$ cat src/rtl/serial_adder_pkg.sv
// Shared types and constants for the bit-serial adder sequencer.
package serial_adder_pkg;
    typedef enum logic [1:0] {IDLE, RUN, DONE} sa_state_t;
    localparam int SA_MIN_WIDTH = 2;
endpackage

$ cat src/rtl/serial_adder_ctrl_if.sv
// Operand/result handshake bundle for serial_adder_ctrl.
// Macro SERIAL_ADDER_SUB_EN adds the sub_in operand-side signal.
interface serial_adder_ctrl_if #(parameter int WIDTH = 8);
    logic             in_valid;
    logic             in_ready;
    logic [WIDTH-1:0] a_in;
    logic [WIDTH-1:0] b_in;
    logic             c_in;
`ifdef SERIAL_ADDER_SUB_EN
    logic             sub_in;
`endif
    logic             out_valid;
    logic             out_ready;
    logic [WIDTH-1:0] sum_out;
    logic             carry_out;
    logic             ovf_out;
    logic             busy;

    modport master (
        output in_valid, a_in, b_in, c_in,
`ifdef SERIAL_ADDER_SUB_EN
        output sub_in,
`endif
        output out_ready,
        input  in_ready, out_valid, sum_out, carry_out, ovf_out, busy
    );

    modport slave (
        input  in_valid, a_in, b_in, c_in,
`ifdef SERIAL_ADDER_SUB_EN
        input  sub_in,
`endif
        input  out_ready,
        output in_ready, out_valid, sum_out, carry_out, ovf_out, busy
    );
endinterface

$ cat src/rtl/fulladder.sv
// One-bit full adder cell: the only arithmetic in the serial adder.
module fulladder (
    input  logic a,
    input  logic b,
    input  logic c,
    output logic sum,
    output logic carry
);
    assign sum   = a ^ b ^ c;
    assign carry = (a & b) | (a & c) | (b & c);
endmodule

$ cat src/rtl/serial_adder_ctrl.sv
// Bit-serial add sequencer: LSB-first through one full adder, registered carry.
// Macro SERIAL_ADDER_SUB_EN enables subtraction via sub_in (A + ~B + 1).
module serial_adder_ctrl
    import serial_adder_pkg::*;
#(
    parameter  int WIDTH = 8,
    localparam int CNT_W = $clog2(WIDTH)
) (
    input  logic                clk,
    input  logic                rst_n,
    serial_adder_ctrl_if.slave  bus
);
    localparam logic [CNT_W-1:0] CNT_PRE  = CNT_W'(WIDTH - 2);
    localparam logic [CNT_W-1:0] CNT_LAST = CNT_W'(WIDTH - 1);

    if (WIDTH < SA_MIN_WIDTH) begin : g_width_check
        $error("serial_adder_ctrl: WIDTH must be >= %0d", SA_MIN_WIDTH);
    end

    sa_state_t        state_reg;
    logic [WIDTH-1:0] a_sh_reg;
    logic [WIDTH-1:0] b_sh_reg;
    logic [WIDTH-1:0] sum_sh_reg;
    logic             carry_reg;
    logic             cmsb_reg;
    logic [CNT_W-1:0] cnt_reg;
    logic [WIDTH-1:0] sum_out_reg;
    logic             carry_out_reg;
    logic             ovf_reg;
    logic             in_ready_reg;
    logic             out_valid_reg;
    logic             busy_reg;

    logic fa_sum;
    logic fa_carry;
    logic load_b_inv;
    logic load_carry;

    fulladder u_fa (
        .a     (a_sh_reg[0]),
        .b     (b_sh_reg[0]),
        .c     (carry_reg),
        .sum   (fa_sum),
        .carry (fa_carry)
    );

`ifdef SERIAL_ADDER_SUB_EN
    // Subtraction is two's-complement: invert B and force carry-in high.
    assign load_b_inv = bus.sub_in;
    assign load_carry = bus.sub_in | bus.c_in;
`else
    assign load_b_inv = 1'b0;
    assign load_carry = bus.c_in;
`endif

    always_ff @(posedge clk or negedge rst_n) begin
        if (!rst_n) begin
            state_reg     <= IDLE;
            a_sh_reg      <= '0;
            b_sh_reg      <= '0;
            sum_sh_reg    <= '0;
            carry_reg     <= 1'b0;
            cmsb_reg      <= 1'b0;
            cnt_reg       <= '0;
            sum_out_reg   <= '0;
            carry_out_reg <= 1'b0;
            ovf_reg       <= 1'b0;
            in_ready_reg  <= 1'b1;
            out_valid_reg <= 1'b0;
            busy_reg      <= 1'b0;
        end else begin
            case (state_reg)
                IDLE: begin
                    if (bus.in_valid && in_ready_reg) begin
                        a_sh_reg     <= bus.a_in;
                        b_sh_reg     <= load_b_inv ? ~bus.b_in : bus.b_in;
                        carry_reg    <= load_carry;
                        cnt_reg      <= '0;
                        state_reg    <= RUN;
                        in_ready_reg <= 1'b0;
                        busy_reg     <= 1'b1;
                    end
                end
                RUN: begin
                    a_sh_reg   <= a_sh_reg >> 1;
                    b_sh_reg   <= b_sh_reg >> 1;
                    sum_sh_reg <= {fa_sum, sum_sh_reg[WIDTH-1:1]};
                    carry_reg  <= fa_carry;
                    // Carry produced by bit WIDTH-2 is the carry into the MSB.
                    if (cnt_reg == CNT_PRE) begin
                        cmsb_reg <= fa_carry;
                    end
                    if (cnt_reg == CNT_LAST) begin
                        state_reg     <= DONE;
                        out_valid_reg <= 1'b1;
                        sum_out_reg   <= {fa_sum, sum_sh_reg[WIDTH-1:1]};
                        carry_out_reg <= fa_carry;
                        ovf_reg       <= cmsb_reg ^ fa_carry;
                    end else begin
                        cnt_reg <= cnt_reg + 1'b1;
                    end
                end
                DONE: begin
                    if (bus.out_ready) begin
                        state_reg     <= IDLE;
                        out_valid_reg <= 1'b0;
                        busy_reg      <= 1'b0;
                        in_ready_reg  <= 1'b1;
                    end
                end
                default: begin
                    state_reg     <= IDLE;
                    out_valid_reg <= 1'b0;
                    busy_reg      <= 1'b0;
                    in_ready_reg  <= 1'b1;
                end
            endcase
        end
    end

    assign bus.in_ready  = in_ready_reg;
    assign bus.out_valid = out_valid_reg;
    assign bus.sum_out   = sum_out_reg;
    assign bus.carry_out = carry_out_reg;
    assign bus.ovf_out   = ovf_reg;
    assign bus.busy      = busy_reg;
endmodule

$ cat src/flat_wrapper.sv
// flat-port wrapper written by rule: the top's interface ports become plain ports
module serial_adder_ctrl_flat import serial_adder_pkg::*;
#(
    parameter  int WIDTH = 8,
    localparam int CNT_W = $clog2(WIDTH)
)
  (clk, rst_n, bus_in_valid, bus_a_in, bus_b_in, bus_c_in, bus_out_ready, bus_in_ready, bus_out_valid, bus_sum_out, bus_carry_out, bus_ovf_out, bus_busy);
  serial_adder_ctrl_if #(.WIDTH(WIDTH)) bus_i ();
  input  logic clk;
  input  logic rst_n;
  input wire logic [$bits(bus_i.in_valid)-1:0] bus_in_valid;
  input wire logic [$bits(bus_i.a_in)-1:0] bus_a_in;
  input wire logic [$bits(bus_i.b_in)-1:0] bus_b_in;
  input wire logic [$bits(bus_i.c_in)-1:0] bus_c_in;
  input wire logic [$bits(bus_i.out_ready)-1:0] bus_out_ready;
  output wire logic [$bits(bus_i.in_ready)-1:0] bus_in_ready;
  output wire logic [$bits(bus_i.out_valid)-1:0] bus_out_valid;
  output wire logic [$bits(bus_i.sum_out)-1:0] bus_sum_out;
  output wire logic [$bits(bus_i.carry_out)-1:0] bus_carry_out;
  output wire logic [$bits(bus_i.ovf_out)-1:0] bus_ovf_out;
  output wire logic [$bits(bus_i.busy)-1:0] bus_busy;
  assign bus_i.in_valid = bus_in_valid;
  assign bus_i.a_in = bus_a_in;
  assign bus_i.b_in = bus_b_in;
  assign bus_i.c_in = bus_c_in;
  assign bus_i.out_ready = bus_out_ready;
  assign bus_in_ready = bus_i.in_ready;
  assign bus_out_valid = bus_i.out_valid;
  assign bus_sum_out = bus_i.sum_out;
  assign bus_carry_out = bus_i.carry_out;
  assign bus_ovf_out = bus_i.ovf_out;
  assign bus_busy = bus_i.busy;
  serial_adder_ctrl #(.WIDTH(WIDTH)) u_core (.clk(clk), .rst_n(rst_n), .bus(bus_i));
endmodule
$ cat config.mk
export PLATFORM = sky130hd
export DESIGN_NAME = serial_adder_ctrl_flat
export DESIGN_NICKNAME = d
export VERILOG_FILES = /design/src/rtl/serial_adder_pkg.sv /design/src/rtl/serial_adder_ctrl_if.sv /design/src/rtl/fulladder.sv /design/src/rtl/serial_adder_ctrl.sv /design/src/flat_wrapper.sv
export SDC_FILE = /design/constraint.sdc
export NUM_CORES = 1
export LEC_CHECK = 0
export CORE_UTILIZATION = 50
export CTS_CLUSTER_SIZE = 40
export DETAILED_ROUTE_END_ITERATION = 10
export GPL_TIMING_DRIVEN = 0
export PLACE_DENSITY = 0.82
export REMOVE_ABC_BUFFERS = 1
export SYNTH_ARGS = -nofsm -noshare
export SYNTH_HDL_FRONTEND = slang
export SYNTH_SLANG_ARGS = --single-unit
export TNS_END_PERCENT = 50
$ cat constraint.sdc
create_clock -name clk -period 1.94 [get_ports clk]
set_input_delay 0.388 -clock clk [delete_from_list [all_inputs] [get_ports clk]]
set_output_delay 0.388 -clock clk [all_outputs]
set_load 0.03 [all_outputs]
==> run summary <==
share of layout cells above drive strength 1 -> 0.224
Slew Limit Fails -> 0
Final Net Count -> 207
post-synthesis cell count -> 151
drt wl/cell -> 14.3 um
clk buf depth -> 2
top_reg_cell synth -> dfrtp_1
Avg Vias per Cell -> 5.39
P&R area growth vs syn -> 23.5%
relative slew slack -> 0.386
Synth cell types -> 29
CP Cell Sequence -> nor2b_4 > mux2_4 > mux2_2
Placed Cells -> 221
Post-CTS Hold Buffers -> 0
DR pass1 iterations -> 5
TritonCTS clock tree -> yes
max cap viols -> 0
Seq/Total Area, Yosys -> 0.551
die area -> 4170 um2
routed vias -> 1,244
grt total ovfl -> 0
core area -> 3720 um2
final wirelength -> 3310 um
clock slew at reported path FFs -> 0.08 ns
power per cell area -> 1790 nW/um2
Ports -> 34
Antenna Diode Count -> 0
hpwl dp -> 2270 um
Worst path slowest cell -> dfrtp_1
gp weighted congestion -> 0.709
clk_lat worst skew -> 0.29 ns
row count -> 22
DIE HEIGHT -> 64.5 um
port buffer count -> 33
Final Critical Period -> 1.83 ns
Tightest Pin Transition -> 0.921 ns
Final Util -> 0.650
global-route usage over all layers -> 0.183
CTS root buf -> clkbuf_8
# H-tree levels -> 2
Post-DRT Antenna Nets -> 0
Post-synth ARST share -> 1.00
Leakage -> 0.00109 uW
WP data required -> 2.12 ns
critical path launch point type -> flip-flop
Iteration-0 DRC Markers -> 31
CTS Buf Count -> 5
Sink Count -> 43
pin count of the biggest net entering global routing -> 44
RSZ-0062 raised after global routing -> false
status -> finished clean
crit path max fanout -> 22
Crit Path Category -> flip-flop to flip-flop
flops & latches, synth -> 43
arrival time at the worst endpoint -> 2.01 ns
period utilization -> 0.946
clock skew -> 0.00317 ns
initial antenna violation count -> 0
vias in the first global route -> 1,275
Initial Utilization -> 0.526
first-pass GRT wire length -> 5740 um
top achievable clock speed -> 545 MHz
Synth Cell Area -> 1960 um2
die span in x -> 64.5 um
Pwr Total -> 4310 uW
Worst Hold Class -> input pin to async pin
final instance count without filler cells -> 231
detailed-route DRC error count -> 0
Post-synth EDFFs -> 0
slowest cell delay on critical path -> 0.64 ns
Hold Fails Final Rpt -> 0
Synth Area per Inst -> 13.0 um2
Worst Setup End Kind -> flip-flop
worst vdd ir -> 1020 uV
Synthesis Warnings -> 0
Final setup viols -> 0
==> worst max-delay path, delay by kind of cell (launching register included) <==
family,cells,cell delay [ns]
DFF,1,0.64
muxes,2,0.59
and+or+nand+nor,1,0.49
==> cells by family (layout without fill, tap and decap cells) <==
| family | count (synthesis) | in the layout | synth area share |
|---|---|---|---|
| flip-flops | 43 | 43 | 0.551 |
| AO/OA/AOI/OAI | 38 | 38 | 0.111 |
| multiplexers | 36 | 36 | 0.212 |
| AND/OR/NAND/NOR | 15 | 16 | 0.0416 |
| buffers and inverters | 14 | 45 | 0.0505 |
| adder cells (fa/ha/maj) | 4 | 4 | 0.0294 |
| XOR/XNOR | 1 | 1 | 0.00448 |
==> area by class of cell <==
type	count	area (um2)
clock inverter	2	60.1
tap	48	60.1
fill	302	1300
multi-input combinational	95	800
inverter	3	11.3
clock buffer	6	72.6
sequential	43	1080
timing repair buffer	34	335
==> worst paths after layout <==
path	start	slack, ns	endpoint	depth (start not counted)
hold / removal	rst_n	0.23	u_core.sum_sh_reg[6]	1
hold reg to reg	u_core.bus.ovf_out	0.49	u_core.bus.ovf_out	2
setup reg to reg	u_core.state_reg[1]	0.11	u_core.a_sh_reg[2]	3
min in group clk	u_core.bus.ovf_out	0.49	u_core.bus.ovf_out	2
setup / recovery	u_core.state_reg[1]	0.11	u_core.a_sh_reg[2]	3
max in group asynchronous	rst_n	1.14	u_core.sum_sh_reg[5]	1
==> power by group <==
part           internal (uW)  total (uW)  leakage, uW  switching (uW)
Sequential              1330        1640     0.000529             306
Combinational            967        1880     0.000495             910
Clock                    514         799    0.0000654             285
Total                   2810        4310      0.00109            1500
==> Yosys cell counts, types with 3 or more instances <==
library cell / number / area, um2
mux2_2: 19 / 214
o21ai_0: 24 / 120
nand2_1: 6 / 22.5
clkbuf_1: 3 / 11.3
inv_1: 3 / 11.3
buf_2: 3 / 15.0
dfrtp_1: 42 / 1050
mux2_4: 6 / 90.1
a21oi_1: 4 / 20.0
a22o_1: 5 / 43.8
ha_1: 3 / 37.5
mux2i_1: 11 / 110
buf_6: 3 / 33.8
nor2_1: 4 / 15.0
==> what timing repair did <==
item,in CTS,in global routing
gates cloned,1,0
gates resized for setup,2,3
setup buffers,0,1
endpoints found under the setup margin,23,17
==> per-stage QoR <==
step | TNS, ns | hold slack [ns] | area (um2) | worst slack (ns)
CTS | 0 | 0.260 | 2400 | 0.0193
global placement | -28.44 | 0.463 | 2260 | -0.525
finish | 0 | 0.232 | 2420 | 0.105
floorplan | 0 | 0.0924 | 1870 | 0.133
detailed placement | -7.23 | 0.479 | 2250 | -0.401
global route | 0 | 0.310 | 2420 | 0.0261
==> placed cells by master, fill, tap and decap left out, types with 2 or more instances in the layout <==
cell | Yosys | layout
nor2b_4 | 1 | 2
clkdlybuf4s50_1 | 0 | 31
bufinv_16 | 0 | 2
ha_1 | 3 | 2
mux2i_1 | 11 | 11
dfrtp_1 | 42 | 42
nor2_1 | 4 | 4
mux2_4 | 6 | 6
nand2_1 | 6 | 6
o21ai_0 | 24 | 24
mux2_2 | 19 | 19
a21oi_1 | 4 | 3
a22o_1 | 5 | 5
inv_1 | 3 | 3
clkbuf_8 | 0 | 5
==> layer usage <==
layer  GRT usage  up-vias  share of wire
met5           0        -              0
met4      0.0583        0          0.012
met3      0.0335        7          0.056
met2       0.321       46           0.50
met1       0.227      598           0.43
li1            -      593              -
No activity file was read; power rests on OpenSTA's default activity.
==> RTL change 1 (same flow settings) <==
The 3 states of `sa_state_t` get a one-hot encoding in 3 bits.
--- a/src/rtl/serial_adder_pkg.sv
+++ b/src/rtl/serial_adder_pkg.sv
@@ -1,5 +1,5 @@
 // Shared types and constants for the bit-serial adder sequencer.
 package serial_adder_pkg;
-    typedef enum logic [1:0] {IDLE, RUN, DONE} sa_state_t;
+    typedef enum logic [2:0] {IDLE = 3'b001, RUN = 3'b010, DONE = 3'b100} sa_state_t;
     localparam int SA_MIN_WIDTH = 2;
 endpackage
Formal check against the unedited RTL: no difference found for any inputs over 10 cycles, from zero or initial values and one cycle with rst_n low; not proved beyond that.
==> RTL change 1 against the unedited design <==
Area after synthesis up 5.3%. Routed wire length increased by 26%. Sequential cell count increased by 1. Power shrank 29%. Setup slack better by 0.013 ns. Largest cell class unchanged. Cell area grew 3.7%. Critical path type unchanged. Utilization grew 0.96 points. Sequential share of layout area shrank 0.50 points. Via count is 30% higher.
==> RTL change 1: results (changes against the unedited design) <==
* Status: finished, final reports clean
* CTS resizes at 4 (+2)
* Seq pwr share at 46.9% (+8.9 points)
* Post-synthesis sequential area ratio at 53.58% (-1.5 points)
* Synth area leaders: dfrtp_1, o21ai_0, a21oi_1, mux2_2, a31oi_1
* Post-DR vias/cell at 5.771 (+7.2%)
* Final #Nets at 256 (+24%)
* Hold buffers post-CTS at 1 (+1)
* Fillcell total at 326 (+7.9%)
* Dpl cells at 270 (+22%)
* Mapped Avg Cell Area at 10.10 um2 (-22%)
* Dpl ws at -0.2207 ns (+0.1799 ns)
* NonClk Buf Share at 14.13% (+0.25 points)
* Delay-heaviest family, CP: simple AND/OR/NAND/NOR gates
* Hold/Removal Path Class: reg -> reg
* Mux cell area share after synthesis at 5.468% (-16 points)
* Critical-path top delay cell: or3b_2
* DR WL/cell at 14.85 um (+3.7%)
* LEAKAGE at 0.001098 uW (+0.79%)
* Syn-to-layout area delta at 21.69%
* Fraction of area in multi-input gates at 35.25% (+2.2 points)
* Clock share of power at 19.5% (+1.0 points)
* Worst Path Max Fanout at 28 (+27%)
* Xor/xnor share of the synthesized area at 0.4253% (-0.023 points)
* Bufs w/o clock at 35 (+2.9%)
* Power Clock at 602 uW (-25%)
* M1 wire length at 1.824 mm (+28%)
* Routed wl met2 at 2.104 mm (+27%)
* Gp weighted congestion at 0.7884 (+11%)
* Clock-pin slew on the worst setup and hold paths at 0.08 ns (about the same)
* Setup Skew at 0.008512 ns (+0.005343 ns)
* Adder-cell area share of the yosys netlist at 2.795% (-0.15 points)
* DRT Pass-1 Iters at 4 (-1)
* Clock network area share at 3.694% (-1.8 points)
* Post-synth cell types at 34 (+17%)
* DPL Wire Length at 2.645 mm (+17%)
* Placed Area at 0.002377 mm2 (+5.5%)
* Sink Count at 44 (+2.3%)
* Overall global routing resource usage at 22.32% (+4.0 points)
* Maximum vdd drop at 0.6989 mV (-32%)
* Register area at 0.001105 mm2 (+2.6%)
* Post-synth top cells: dfrtp_1, nand2_1, o21ai_0, a21oi_1, nor2_1
* Largest net degree at the start of global routing at 31 (-30%)
* Met3 Wirelength at 167 um (-10%)
* Drt first-iter violations at 86 (+180%)
* Non-filler cells, final at 280 (+21%)
* Synth Area in Compound Gates at 18.71% (+7.6 points)
* Ratio of cells with drive above 1 in the final layout at 12.93% (-9.5 points)
* Mapped Area at 0.002059 mm2 (+5.3%)
* Slowest stage delay, CP at 0.77 ns (+0.13 ns)
* Relative slew slack at 42.94% (+4.3 points)
[RTL change 1: cell types whose count changed after synthesis, moves of 6 or more]
cell	delta
a21oi_1	+17
a31oi_1	+14
buf_2	+7
mux2_2	-10
mux2_4	-6
mux2i_1	-11
nand2_1	+17
nor2_1	+15
[RTL change 1: per-layer routing]
layer | vias to the layer above | track usage, %
met5 | - | 0
met4 | 0 | 7.979
met3 | 7 | 5.345
met2 | 42 | 38.01
met1 | 790 | 27.42
li1 | 777 | -
[RTL change 1: path summary, 6_finish.rpt]
kind | start | slack [ns] | endpoint
setup / recovery | u_core.state_reg[2] | 0.12 | u_core.cnt_reg[1]
hold / removal | u_core.sum_sh_reg[1] | 0.49 | u_core.sum_sh_reg[1]
setup reg to reg | u_core.state_reg[2] | 0.12 | u_core.cnt_reg[1]
hold reg to reg | u_core.sum_sh_reg[1] | 0.49 | u_core.sum_sh_reg[1]
max in group asynchronous | rst_n | 0.88 | u_core.bus.in_ready
min in group asynchronous | rst_n | 0.52 | u_core.b_sh_reg[1]
==> RTL change 2 (same settings) <==
Made on the original files. `WIDTH` is set to 8 in 3 places; all go to 16.
--- a/src/rtl/serial_adder_ctrl_if.sv
+++ b/src/rtl/serial_adder_ctrl_if.sv
@@ -1,5 +1,5 @@
 // Operand/result handshake bundle for serial_adder_ctrl.
 // Macro SERIAL_ADDER_SUB_EN adds the sub_in operand-side signal.
-interface serial_adder_ctrl_if #(parameter int WIDTH = 8);
+interface serial_adder_ctrl_if #(parameter int WIDTH = 16);
     logic             in_valid;
     logic             in_ready;
--- a/src/rtl/serial_adder_ctrl.sv
+++ b/src/rtl/serial_adder_ctrl.sv
@@ -4,5 +4,5 @@
     import serial_adder_pkg::*;
 #(
-    parameter  int WIDTH = 8,
+    parameter  int WIDTH = 16,
     localparam int CNT_W = $clog2(WIDTH)
 ) (
--- a/src/flat_wrapper.sv
+++ b/src/flat_wrapper.sv
@@ -2,5 +2,5 @@
 module serial_adder_ctrl_flat import serial_adder_pkg::*;
 #(
-    parameter  int WIDTH = 8,
+    parameter  int WIDTH = 16,
     localparam int CNT_W = $clog2(WIDTH)
 )
Interface: changed (resized bus_a_in, bus_b_in and bus_sum_out); port bits go from 34 to 58. No check against the original RTL was run, so the function may have changed too.
==> RTL change 2 against the unedited design <==
The flow now finishes with violations (hold timing). Combinational power up 3%. Power rose by 31%. Setup slack better by 0.028 ns. Area after synthesis rose by 68%. Sequential cell count rose by 33. Routed wire length increased by 110%. Cell area up 75%. Count of clock-buffer cells in the layout up 4. Critical path type unchanged. Critical endpoint is now u_core.bus.sum_out[0]. Largest cell class unchanged.
==> RTL change 2: results (changes against the unedited design) <==
* Vias in the first global route at 2,482 (+95%)
* Largest net degree at the start of global routing at 42 (-4.5%)
* Xor/xnor share of the synthesized area at 0.7982% (+0.35 points)
* Adder-cell area share of the yosys netlist at 1.368% (-1.6 points)
* Worst-margin pin slew at 0.4923 ns (-0.4282 ns)
* Drt first-iter violations at 153 (+390%)
* Maximum vdd drop at 0.7981 mV (-22%)
* Post-synth cell types at 33 (+14%)
* Dpl ws at -1.604 ns (-1.203 ns)
* Routed vias at 2,432 (+95%)
* Setup Skew at 0.007002 ns (+0.003834 ns)
* Worst Path Max Fanout at 24 (+9.1%)
* Post-DR vias/cell at 5.527 (+2.6%)
* WHS at -0.01154 ns (-0.2436 ns)
* Mux cell area share after synthesis at 15.93% (-5.3 points)
* Status: complete, but fails checks
* Overall global routing resource usage at 21.08% (+2.8 points)
* Synth Area in Compound Gates at 12.31% (+1.2 points)
* WP data arrival at 2.03 ns (+0.02 ns)
* Violated checks: hold timing
* Post-synthesis sequential area ratio at 57.81% (+2.7 points)
* DR WL/cell at 15.48 um (+8.1%)
* Slowest stage delay, CP at 0.52 ns (-0.12 ns)
* Synth area leaders: dfrtp_1, mux2i_1, o21ai_0, mux2_1, nand2_1
* Final hold vios at 9 (+9)
* Setup ws final at 0.1330 ns (+0.02758 ns)
* DPL Wire Length at 3.999 mm (+76%)
[RTL change 2: cell types whose count changed after synthesis, moves of 6 or more]
cell	unedited run	this run
dfrtp_1	42	75
mux2_1	0	18
mux2_2	19	1
mux2_4	6	0
mux2i_1	11	31
nand2_1	6	49
o21ai_0	24	41
o21ai_1	1	24
[RTL change 2: layout make-up]
cell class                      count  area [um2]  share of cell area [%]
Tap cell                           77       96.34                   2.279
Inverter                            5       18.77                  0.4441
Timing Repair Buffer               72       715.7                   16.93
Multi-Input combinational cell    194        1287                   30.46
Clock inverter                      6       63.81                   1.510
Sequential cell                    76        1907                   45.12
Clock buffer                       10       137.6                   3.256
[RTL change 2: power by group through the flow]
stage	clock network, uW	registers (uW)	logic [uW]
4_1_cts	1240	2510	1920
2_1_floorplan	0	2620	1090
3_3_place_gp	0	2500	1760
6_report	1220	2510	1930
5_1_grt	1300	2590	2140
3_5_place_dp	0	2530	1860
[RTL change 2: timing repair]
item	4_1_cts	5_1_grt
setup endpoints to repair	75	27
buffers inserted	5	7
resized for setup	8	0
hold buffers	0	0
pin swaps	1	1
gates cloned	2	0
[RTL change 2: worst min path at each step]
stage / startpoint / to / slack [ns]
3_3_place_gp: u_core.sum_sh_reg[1] / u_core.sum_sh_reg[1] / 0.45
2_1_floorplan: rst_n / u_core.a_sh_reg[0] / 0.09
3_5_place_dp: rst_n / u_core.bus.sum_out[12] / 0.37
5_1_grt: rst_n / u_core.bus.sum_out[1] / 0.02
6_report: rst_n / u_core.bus.sum_out[11] / -0.01
4_1_cts: rst_n / u_core.sum_sh_reg[2] / 0.002
[RTL change 2: layer usage]
metal  global-route usage (%)  wire length [um]
met5                        0                 0
met2                    34.95              3534
met4                    8.464                93
met1                    27.93              2995
met3                    3.280               188
